## config.mk

```make
export PLATFORM = sky130hd
export DESIGN_NAME = main_fsm
export DESIGN_NICKNAME = d
export VERILOG_FILES = /design/src/rtl/main_fsm.sv
export SDC_FILE = /design/constraint.sdc
export NUM_CORES = 1
export LEC_CHECK = 0
export ABC_AREA = 1
export CORE_MARGIN = 2
export CORE_UTILIZATION = 49
export DETAILED_ROUTE_END_ITERATION = 6
export PLACE_DENSITY = 0.88
export SYNTH_ARGS = -nofsm -noshare
export SYNTH_HDL_FRONTEND = slang
export SYNTH_SLANG_ARGS = --single-unit
```

## constraint.sdc

```tcl
create_clock -name clk -period 2.1 [get_ports clk]
set_input_delay 0.21 -clock clk [delete_from_list [all_inputs] [get_ports clk]]
set_output_delay 0.21 -clock clk [all_outputs]
set_load 0.05 [all_outputs]
```

## src/rtl/main_fsm.sv

```systemverilog
// Multicycle RISC-V style main control FSM: sequences fetch, decode and
// per-opcode execute/writeback states, driving datapath selects and enables.
module main_fsm (
  input  logic       clk,
  input  logic       reset,
  input  logic [6:0] op,
  input  logic       zero,
  output logic [1:0] aluop,
  output logic [1:0] alusrca,
  output logic [1:0] alusrcb,
  output logic [1:0] resultsrc,
  output logic       adrsrc,
  output logic       irwrite,
  output logic       pcwrite,
  output logic       regwrite,
  output logic       memwrite,
  output logic       illegal
);

  typedef enum logic [3:0] {
    FETCH, DECODE, MEMADR, MEMREAD, MEMWB, MEMWRITE,
    EXECR, EXECI, ALUWB, BEQ, JAL
  } state_t;

  localparam logic [6:0] OP_LW   = 7'b0000011;
  localparam logic [6:0] OP_SW   = 7'b0100011;
  localparam logic [6:0] OP_R    = 7'b0110011;
  localparam logic [6:0] OP_I    = 7'b0010011;
  localparam logic [6:0] OP_BEQ  = 7'b1100011;
  localparam logic [6:0] OP_JAL  = 7'b1101111;

  typedef struct packed {
    logic [1:0] aluop;
    logic [1:0] alusrca;
    logic [1:0] alusrcb;
    logic [1:0] resultsrc;
    logic       adrsrc;
    logic       irwrite;
    logic       regwrite;
    logic       memwrite;
    logic       pcupdate;
    logic       branch;
  } ctrl_t;

  function automatic ctrl_t decode_ctrl(state_t s);
    ctrl_t c;
    c = '0;
    case (s)
      FETCH:    begin c.alusrcb = 2'b10; c.resultsrc = 2'b10; c.irwrite = 1'b1; c.pcupdate = 1'b1; end
      DECODE:   begin c.alusrca = 2'b01; c.alusrcb = 2'b01; end
      MEMADR:   begin c.alusrca = 2'b10; c.alusrcb = 2'b01; end
      MEMREAD:  c.adrsrc = 1'b1;
      MEMWB:    begin c.resultsrc = 2'b01; c.regwrite = 1'b1; end
      MEMWRITE: begin c.adrsrc = 1'b1; c.memwrite = 1'b1; end
      EXECR:    begin c.alusrca = 2'b10; c.aluop = 2'b10; end
      EXECI:    begin c.alusrca = 2'b10; c.alusrcb = 2'b01; c.aluop = 2'b10; end
      ALUWB:    c.regwrite = 1'b1;
      BEQ:      begin c.alusrca = 2'b10; c.aluop = 2'b01; c.branch = 1'b1; end
      JAL:      begin c.alusrca = 2'b01; c.alusrcb = 2'b10; c.pcupdate = 1'b1; end
      default:  c = '0;
    endcase
    return c;
  endfunction

  state_t state, next_state;
  ctrl_t  ctrl;
  logic   op_known;

  always_comb begin
    op_known = (op == OP_LW) || (op == OP_SW) || (op == OP_R) ||
               (op == OP_I)  || (op == OP_BEQ) || (op == OP_JAL);
    next_state = FETCH;
    case (state)
      FETCH:  next_state = DECODE;
      DECODE: begin
        if (op == OP_LW || op == OP_SW) next_state = MEMADR;
        else if (op == OP_R)            next_state = EXECR;
        else if (op == OP_I)            next_state = EXECI;
        else if (op == OP_BEQ)          next_state = BEQ;
        else if (op == OP_JAL)          next_state = JAL;
        else                            next_state = FETCH;
      end
      MEMADR:   next_state = (op == OP_LW) ? MEMREAD : MEMWRITE;
      MEMREAD:  next_state = MEMWB;
      EXECR, EXECI, JAL: next_state = ALUWB;
      default:  next_state = FETCH;
    endcase
  end

  // Control word is registered alongside the state so outputs come straight from flops.
  always_ff @(posedge clk or posedge reset) begin
    if (reset) begin
      state <= FETCH;
      ctrl  <= decode_ctrl(FETCH);
    end else begin
      state <= next_state;
      ctrl  <= decode_ctrl(next_state);
    end
  end

  // Enables are masked while reset is held; selects already show FETCH values.
  assign aluop     = ctrl.aluop;
  assign alusrca   = ctrl.alusrca;
  assign alusrcb   = ctrl.alusrcb;
  assign resultsrc = ctrl.resultsrc;
  assign adrsrc    = ctrl.adrsrc;
  assign irwrite   = ctrl.irwrite  & ~reset;
  assign regwrite  = ctrl.regwrite & ~reset;
  assign memwrite  = ctrl.memwrite & ~reset;
  assign pcwrite   = (ctrl.pcupdate | (ctrl.branch & zero)) & ~reset;
  assign illegal   = (state == DECODE) & ~op_known & ~reset;

endmodule

```

==> metrics.txt <==
Post-DP Area=0.00106 sq mm; min-delay worst type=primary input to async pin; full die area=0.00211 sq mm; post-cts hold buffer count=0; total routed wire length on the met1 layer=642 microns; Setup crit end kind=primary output; sequential cell area fraction in the yosys report=46.9%; number of gates given a new drive strength after cts=0; placeable core region=0.00169 sq mm; DP Cell Count=136; library cell occupying the most area in the post-synthesis netlist=dfrtp_1; die outline height=45.9 microns; min cycle time layout=1820 ps; CTS sink cnt=16; top layer reached by signal wires=met4; PwrDens=1040 mW/mm^2; clock latency at the later pin of the worst-skew pair=280 ps; number of global-route vias before repair=614; maximum frequency from static timing analysis=550 MHz; CP cell instances=clkdlybuf4s50_1; H-tree Lvls=1; DR vias=685; Worst path top cell family by delay=buffers and inverters; post-synth design cell area=861 sq um; number of iterations in the first detailed-routing pass=4; fillcell total=138; total power=1.13 mW; top post-synthesis cells by area=dfrtp_1, dfstp_2, nand2_1; CTS Root Buffer Type=clkbuf_4; cell area after layout=0.00109 sq mm; relative max-transition margin=66.9%; IO Pins=24; global router's overall resource usage=17.0%; slowest cell on the critical path=clkdlybuf4s50_1; result of the run=completed; length of routed met3 wiring=37 microns; growth of design area from synthesis to finish=26.2%; minimum hold slack=397 ps; Critical Path Source Type=flop; top cell type's share of synthesized area=37.8%; average wire per standard cell=10.6 microns; TNS Setup=0 ps; combined buffer and inverter count along the critical path=1; global route overflow=0; Post-CTS Setup Bufs=0; pre-CTS setup slack=448 ps; post-route clock period utilization=86.6%; initial core utilization=51.0%; RSZ-0062 raised after global routing=no; Final Instance Count excl. Fillers=140; CP Class=flop to primary output; CTS tree=done; Via-to-Cell Ratio=4.89; slack of the critical path=281 ps; FF-to-FF path depth=8; transition time at the pin with the least slew margin=495 ps; number of setup violations in the final report=0; gpl congestion=0.863; post-layout util=64.3%; max incr delay on CP=790 ps; total number of nets in the final design=134; Worst R2R End=alusrcb[0]; max capacitance violation total=0; Avg Cell Area, Syn=8.36 sq um; met2 layer wire length in the routed design=796 microns; Leak=0.577 nW; setup slack of the most critical reg-to-reg path=700 ps; cell count after synthesis=103; clock buffers created by TritonCTS=3; port bufs=23; nets in the synthesized netlist=113; VDD IR-drop max=0.000650 V; number of nets with antenna violations after detailed routing=0; maximum number of pins on one net before global-route repair=17; Antenna Diode Count=0; aggregate routed wire length=1.49 mm; Clock Skews=4.18 ps; worst-case clock buffer depth=2; proportion of layout cells with a drive suffix above 1=25.2%; distinct cell type count of the synthesized netlist=18; initial detailed-routing violation count=10; wire length of the first global-routing pass=2.51 mm; post-DP HPWL=1.22 mm; die outline width=45.9 microns; number of synthesized register bits=16; Fin. Hold Viols=0; clock input transition at the sequential cells of the worst setup and hold paths=90 ps; total count of max-transition violations in the final report=0; post-route DRC violation count=0; count of synthesis-stage warnings from yosys=0; CP arrival=1610 ps; worst flop-to-flop path startpoint=state[2]; antenna violations before repair=0; worst path required time=1890 ps; number of placement rows=15; Worst Path Max Fanout=2
flip-flops by register name (all words and copies together) (netlist names):
name / cells
ctrl: 4
alusrca: 2
adrsrc: 1
state: 4
resultsrc: 1
alusrcb: 2
aluop: 2
placed cells by master, fill, tap and decap left out, types with 2 or more instances in the layout:
master           Yosys  routed
nand2_1             21      21
clkdlybuf4s50_1      0      18
inv_1               15      15
dfrtp_1             13      13
nor2_1              10      10
nand3_1             10      10
nand2_2              5       5
buf_4                8       5
nor2_4               4       4
dfstp_2              3       3
clkbuf_4             0       3
nor2_2               2       2
inv_2                2       2
nor3_2               2       2
o21ai_0              2       2
nand3_2              2       2
worst min-delay path: stages:
cell and delay (ps):
clkdlybuf4s50_1 480, inv_1 120, buf_4 240
cells by family after synthesis:
group	share of synthesized area (%)
AOI/OAI and AO/OA	2.32
buffers and inverters	15.1
DFF	46.9
and+or+nand+nor	35.6
layout make-up:
cell class	instances	area (sq um)	area share (%)
well taps	17	21.3	1.96
flip-flops and latches	16	404	37.2
inverters	18	70.1	6.45
repair buffers	24	238	21.9
clock buffers	4	26.3	2.42
multi-input cells	61	327	30.1
synth_stat cells, drive strengths merged:
cell	number
a21oi	1
buf	8
dfrtp	13
dfstp	3
inv	18
nand2	27
nand3	12
nor2	16
nor3	2
o21ai	3
layer usage:
metal / up-vias / global-route usage, %
li1: 344 / -
met1: 324 / 18.7
met2: 15 / 30.3
met3: 2 / 4.76
met4: 0 / 6.86
met5: - / 0
worst max-delay path by stage:
stage | cells past startpoint | end | startpoint | slack, ps
floorplan | 5 | illegal | state[3] | 430
global placement | 10 | alusrca[1] | op[6] | 460
detailed placement | 10 | alusrca[1] | op[6] | 450
CTS | 1 | resultsrc[1] | ctrl[4] | 270
global route | 1 | resultsrc[1] | ctrl[4] | 240
finish | 1 | resultsrc[1] | ctrl[4] | 280
where the power goes:
group	total, mW	switching (mW)	internal (mW)
clock network	0.167	0.0934	0.0738
registers	0.416	0.0252	0.391
logic	0.543	0.366	0.178
No activity file was read; power rests on OpenSTA's default activity.
